<file path="config.mk">
export PLATFORM = sky130hd
export DESIGN_NAME = mips_idmem
export DESIGN_NICKNAME = d
export VERILOG_FILES = /design/src/rtl/mips_idmem.sv
export SDC_FILE = /design/constraint.sdc
export NUM_CORES = 2
export LEC_CHECK = 0
export CELL_PAD_IN_SITES_DETAIL_PLACEMENT = 1
export CELL_PAD_IN_SITES_GLOBAL_PLACEMENT = 1
export CORE_MARGIN = 10
export CORE_UTILIZATION = 25
export DETAILED_ROUTE_END_ITERATION = 12
export GPL_ROUTABILITY_DRIVEN = 0
export PLACE_DENSITY = 0.45
export SYNTH_ARGS = -nofsm -noshare
export SYNTH_HDL_FRONTEND = slang
export SYNTH_SLANG_ARGS = --single-unit
</file>
<file path="constraint.sdc">
create_clock -name clk -period 6.1 [get_ports clk]
set_input_delay 1.22 -clock clk [delete_from_list [all_inputs] [get_ports clk]]
set_output_delay 1.22 -clock clk [all_outputs]
set_load 0.02 [all_outputs]
</file>
<file path="src/rtl/mips_idmem.sv">
// Unified instruction/data memory for the multi-cycle MIPS core, with a
// boot loader that streams words into RAM and a small memory-mapped I/O page.
module mips_idmem #(
    parameter int DEPTH = 64
) (
    input  logic        clk,
    input  logic        reset,
    input  logic        memwrite,
    input  logic [31:0] adr,
    input  logic [31:0] b,
    output logic [31:0] readData,
    input  logic        boot_valid,
    input  logic [31:0] boot_data,
    input  logic        boot_last,
    output logic        boot_ready,
    output logic        core_hold,
    input  logic [15:0] switches,
    output logic [15:0] leds,
    output logic        misaligned
);

    localparam int AW = $clog2(DEPTH);

    typedef enum logic {BOOT = 1'b0, RUN = 1'b1} state_t;

    state_t        state_q, state_d;
    logic [AW-1:0] ptr_q, ptr_d;
    logic [15:0]   leds_q, leds_d;
    logic [31:0]   cyc_q, cyc_d;
    logic          mis_q, mis_d;
    logic [15:0]   sw_meta_q, sw_meta_d;
    logic [15:0]   sw_sync_q, sw_sync_d;

    logic [31:0]   mem [DEPTH];

    logic          run;
    logic          boot_hs;
    logic          io_sel;
    logic [5:0]    io_off;
    logic [AW-1:0] ram_idx;
    logic          st_run;
    logic          ram_we;
    logic          led_we;
    logic          mis_set;
    logic          mis_clr;

    // ---------------- FSM: state register ----------------
    always_ff @(posedge clk or negedge reset) begin
        if (!reset) state_q <= BOOT;
        else        state_q <= state_d;
    end

    // ---------------- FSM: next state ----------------
    always_comb begin
        state_d = state_q;
        if (state_q == BOOT && boot_hs && (boot_last || ptr_q == AW'(DEPTH - 1)))
            state_d = RUN;
    end

    // ---------------- FSM: outputs ----------------
    always_comb begin
        core_hold  = (state_q == BOOT);
        boot_ready = (state_q == BOOT);
    end

    // ---------------- Request decode ----------------
    always_comb begin
        run     = (state_q == RUN);
        boot_hs = boot_ready && boot_valid;
        io_sel  = (adr[31:8] == 24'hFFFFFF);
        io_off  = adr[7:2];
        ram_idx = adr[AW+1:2];
        st_run  = run && memwrite;
        ram_we  = st_run && !io_sel && (adr[1:0] == 2'b00);
        mis_set = st_run && !io_sel && (adr[1:0] != 2'b00);
        led_we  = st_run && io_sel && (io_off == 6'h00);
        mis_clr = st_run && io_sel && (io_off == 6'h03) && b[0];
    end

    // ---------------- Register next-state ----------------
    always_comb begin
        ptr_d     = ptr_q;
        leds_d    = leds_q;
        cyc_d     = cyc_q;
        mis_d     = mis_q;
        sw_meta_d = switches;
        sw_sync_d = sw_meta_q;
        if (boot_hs) ptr_d = ptr_q + AW'(1);
        if (led_we)  leds_d = b[15:0];
        if (run)     cyc_d = cyc_q + 32'd1;
        // a set event outranks a clear landing on the same edge
        if (mis_set)      mis_d = 1'b1;
        else if (mis_clr) mis_d = 1'b0;
    end

    always_ff @(posedge clk or negedge reset) begin
        if (!reset) begin
            ptr_q     <= '0;
            leds_q    <= '0;
            cyc_q     <= '0;
            mis_q     <= 1'b0;
            sw_meta_q <= '0;
            sw_sync_q <= '0;
        end else begin
            ptr_q     <= ptr_d;
            leds_q    <= leds_d;
            cyc_q     <= cyc_d;
            mis_q     <= mis_d;
            sw_meta_q <= sw_meta_d;
            sw_sync_q <= sw_sync_d;
        end
    end

    // RAM has no reset so boot images survive a core reset
    always_ff @(posedge clk) begin
        if (boot_hs)     mem[ptr_q]   <= boot_data;
        else if (ram_we) mem[ram_idx] <= b;
    end

    // ---------------- Read mux (zero-latency) ----------------
    always_comb begin
        readData = '0;
        if (run) begin
            if (io_sel) begin
                case (io_off)
                    6'h00:   readData = {16'b0, leds_q};
                    6'h01:   readData = {16'b0, sw_sync_q};
                    6'h02:   readData = cyc_q;
                    6'h03:   readData = {31'b0, mis_q};
                    default: readData = '0;
                endcase
            end else begin
                readData = mem[ram_idx];
            end
        end
    end

    assign leds       = leds_q;
    assign misaligned = mis_q;

endmodule

</file>
# Word level (Yosys, flattened, before mapping)
# Memories as Yosys holds them, arrays and structs flattened.
# Index checks and enable logic that the tools add are counted.
dict set report word_totals {
  reg_bits 88
  mem_bits_rw 2048
  in_bits 117
  memories 1
}
# memory depth width rd rd_clocked_by_memory_dff wr line_no
set mem_list {}
lappend mem_list {mem 64 32 1 0 1 34} ;# logic [31:0] mem [DEPTH];
dict set report classes {
  addsub 2
  n_eq_ne 5
  n_mux 13
  bitwise_logic 1
  n_reduce_logical 18
}
# cell count
set ops {}
lappend ops {{32-bit case mux with 4 select lines} 1}
lappend ops {{32-bit two-way mux} 3}
lappend ops {{32-bit by 1-bit adder with 32-bit output, second input constant} 1}
lappend ops {{32-bit OR reduction} 1}
lappend ops {{24-bit == test, second input constant} 1}
lappend ops {{6-bit by 2-bit == test with 1-bit output, second input constant} 2}
lappend ops {{1-bit logical AND} 11}
lappend ops {{1-bit two-way mux} 8}
lappend ops {{6-bit by 1-bit adder with 6-bit output, second input constant} 1}
lappend ops {{6-bit by 1-bit == test with 1-bit output, second input constant} 1}
lappend ops {{6-bit == test, second input constant} 1}
lappend ops {{6-bit zero test} 1}
lappend ops {{6-bit two-way mux} 1}
lappend ops {{2-bit nonzero test} 2}
lappend ops {{2-bit zero test} 1}
lappend ops {{1-bit zero test} 1}
lappend ops {{1-bit logical OR} 1}
lappend ops {{1-bit NOT} 1}

# Logic depth before layout (Yosys ltp)
dict set report depth {
  depth_word 9
  mapped_depth 12
}

# Least setup slack after synthesis
# Ideal clock, no wire load.
dict set report synth_timing {
  kind {input to register}
  start {input adr[3]}
  end {memory mem[40][0] (enable)}
  setup_time_ns 0.432
  arrival_ns 4.396
  t_required_ns 5.668
  path_slack_ns 1.272
  stages 9
  path_buffers 7
  cell_sequence {buf_2 buf_6 buf_4 buf_4 buf_4 buf_2 buf_2 o32a_1 a21oi_1}
}
dict set report synth_via {
  elab_chain_cells 1
}
# element line_no
set synth_lines {}
lappend synth_lines {{start: declaration} 9} ;# input logic [31:0] adr,
lappend synth_lines {{6-bit two-way mux (no source line)} -}
lappend synth_lines {{end: declaration} 34}
# Every way passes these cells.

# Worst setup path in the final report
dict set report layout_timing {
  start {input adr[7]}
  end {output readData[9]}
}
dict set report layout_via {
  elab_chain_cells 4
  word_cells_on_any_way 8
}
# element line_no
set layout_lines {}
lappend layout_lines {{parallel branches: the longest is 2 deep, another holds memory read 64 x 32 bit} -}
lappend layout_lines {{32-bit two-way mux *} 124} ;# if (io_sel) begin
lappend layout_lines {{32-bit two-way mux *} 123} ;# if (run) begin
lappend layout_lines {{end: declaration} 11} ;# output logic [31:0] readData,
# Every way passes the cells marked *.

==> flow_summary.json <==
{
  "outcome": "finished clean",
  "fillCellCount": 33220,
  "synth_top_area_share_pct": 74.30,
  "intPower_w": 0.02449,
  "coreArea_um2": 330000,
  "die_area_um2": 354500,
  "required_ns": 4.88,
  "wire_per_inst_um": 29.93,
  "ff_latch_area_um2": 63700,
  "clockRootBuffer": "clkbuf_16",
  "max-vdd-ir-drop_uv": 215.4,
  "synth_nets": 4035,
  "ant_nets": 0,
  "routed_wl_mm": 268.7,
  "ys_seq_area_share_pct": 76.96,
  "path_max_fanout": 7,
  "switching_share_pct": 22.19,
  "grt_pass1_wl_mm": 374.1,
  "layout_common_cells": "edfxtp_1, mux4_2, buf_4, nand2_1, clkbuf_16",
  "dpl.hpwl_mm": 167.7,
  "worstPathArrival_ns": 4.51,
  "finalSetupViolCount": 0,
  "avgSynthCellArea_um2": 21.14,
  "finalSetupTns_ns": 0,
  "leakage_nw": 31.66,
  "synthArstFlopShare_pct": 4.120,
  "slew_violations": 0,
  "place.port_buffers": 167,
  "grt_pass1_vias": 44730,
  "grt_max_degree": 65,
  "synth_area_leaders": "edfxtp_1, mux4_2, dfrtp_1, mux2i_1, nand2_1",
  "relSlewSlack_pct": 22.06,
  "clockBufferDepth": 4,
  "crit_type": "in -> out",
  "ios": 168,
  "powerDensity_nw_per_um2": 314.3,
  "comb_power_share_pct": 6.2,
  "postCtsHoldBufs": 0,
  "ctsResizeCount": 0,
  "r2r_slack_ns": 2.10,
  "drive_gt1_share_pct": 29.07,
  "yosys_warnings": 0,
  "syn_area_um2": 82770,
  "rsz0062_at_grt": "false",
  "start_util_pct": 25.08,
  "fmax_ghz": 0.1744,
  "hold_viol_final": 0,
  "fin_area_um2": 100200,
  "cp-end-kind": "output pin",
  "overflow": 0,
  "tightest_slew_ns": 1.165,
  "fin_util_pct": 30.35,
  "yosysTopAreaCell": "edfxtp_1",
  "start_kind": "primary input",
  "firstDrtPassIters": 5,
  "synth_edf_count": 2048,
  "min_path_type": "reg -> reg",
  "multi_input_area_um2": 18650,
  "p_switching_w": 0.006986,
  "post_cts_buffers": 0,
  "vias": 41970,
  "die_y_um": 595.4,
  "cts.sinks": 2136,
  "nets": 4551,
  "hold-worst-slack_ns": 0.3427,
  "cts_buffers": 226,
  "grt_usage_pct": 14.75,
  "maxCapViolations": 0,
  "post-route-period-util_pct": 93.99,
  "fin_worst_skew_ns": 0.05852,
  "h-tree-depth": 4,
  "p_seq_share_pct": 51.5,
  "rows": 211,
  "synth_cells": 3916,
  "syn2layout_area_growth_pct": 21.00,
  "insertion_delay_ns": 0.88,
  "cts_tree": "done",
  "layout_commonest_cell": "edfxtp_1",
  "place_area_um2": 93170,
  "synth_top_flop_cell": "edfxtp_1",
  "synthDistinctLibCells": 70,
  "fin_crit_ns": 5.733,
  "drtIter0Drc": 3906,
  "clkTransAtPathRegs_ns": 0.06,
  "synth_seq_cells": 2136,
  "viasPerCell": 4.675,
  "p_clk_share_pct": 42.3,
  "drc": 0,
  "die_w_um": 595.4,
  "antenna_found_initial": 15
}
## per-layer routing
| layer | wire (um) | track usage [%] | vias to the layer above |
|---|---|---|---|
| met5 | 13 | 0 | - |
| met4 | 4790 | 2.777 | 2 |
| met3 | 12820 | 2.136 | 275 |
| met2 | 126600 | 23.84 | 1010 |
| met1 | 124600 | 21.28 | 23300 |
| li1 | - | - | 17380 |
## final cells by class
class / count / share of cell area [%]
antenna: 6 / 0.01499
clock buffer: 283 / 5.974
clock inverter: 119 / 0.9844
inverter: 16 / 0.06496
multi-input combinational: 1559 / 18.62
sequential: 2136 / 63.60
tap: 4366 / 5.454
timing repair buffer: 493 / 5.283
## kinds of logic (layout without fill, tap and decap cells)
logic type	Yosys count	in the layout	synth area share, %
mux	666	666	15.64
buf+inv	221	911	1.345
other cells	0	6	0
compound gates	320	320	2.703
flops	2136	2136	76.96
simple gates	535	535	2.937
fa+ha+maj	2	2	0.03023
xor+xnor	36	36	0.3809
## critical path, stage by stage
cell and delay [ns]:
clkdlybuf4s50_1 0.66, nor3_1 0.97, nand2_1 0.19, buf_4 0.21, o22ai_1 0.21, buf_4 0.19, a2111oi_0 0.07, buf_4 0.16
a22o_1 0.31, buf_12 0.17, buf_12 0.12
## state kept, by name, summed over array words and instances, names as in the netlist
signal	flops
cyc_q	32
leds	16
mem	2048
misaligned	1
ptr_q	6
run	1
sw_meta_q	16
sw_sync_q	16
## worst paths after layout
| check | from | to | depth (start not counted) |
|---|---|---|---|
| worst max-delay path | adr[7] | readData[9] | 11 |
| worst min-delay path | sw_meta_q[12] | sw_sync_q[12] | 0 |
| worst max register to register | run | mem[50][14] | 9 |
| worst min register to register | sw_meta_q[12] | sw_sync_q[12] | 0 |
| max in group asynchronous | reset | cyc_q[29] | 2 |
| min in group asynchronous | reset | sw_sync_q[12] | 1 |
## power groups by stage
stage / clock network (W) / registers [W] / logic [W]
after floorplan: 0 / 0.0165 / 0.000945
after global placement: 0 / 0.0165 / 0.00199
after detailed placement: 0 / 0.0165 / 0.00201
after CTS: 0.0137 / 0.0162 / 0.00202
after global routing: 0.0143 / 0.0162 / 0.00209
final: 0.0133 / 0.0162 / 0.00196
## metrics by stage
stage | total power, W | worst slack (ns) | instances
6_report | 0.03148 | 0.3665 | 8978
4_1_cts | 0.03193 | 0.2528 | 8972
3_3_place_gp | 0.01851 | 0.2728 | 8570
3_5_place_dp | 0.01852 | 0.2760 | 8570
2_1_floorplan | 0.01747 | 1.272 | 3916
5_1_grt | 0.03258 | 0.2439 | 8974
## synth_stat cells (4+ instances only)
master / n
nor2b_2: 5
dfrtp_1: 88
a22oi_1: 37
buf_6: 7
inv_1: 15
a31oi_1: 13
o22ai_1: 100
a32o_1: 8
a221oi_1: 4
and3_1: 6
edfxtp_1: 2048
a211oi_1: 17
buf_4: 33
nor2_1: 114
nand3_1: 38
nand4_1: 17
a21oi_1: 36
mux2_2: 38
a211o_1: 11
buf_1: 13
xnor2_1: 25
and2_1: 19
nor2b_1: 17
nor3_1: 12
xor2_1: 11
clkbuf_1: 66
a32oi_1: 4
mux2i_1: 128
mux4_2: 498
a2111oi_0: 18
buf_2: 86
nand2_1: 261
nand2b_1: 14
a22o_1: 9
a2111o_1: 9
o21ai_0: 32
nor4_1: 10
Power figures use the tool's default switching activity.
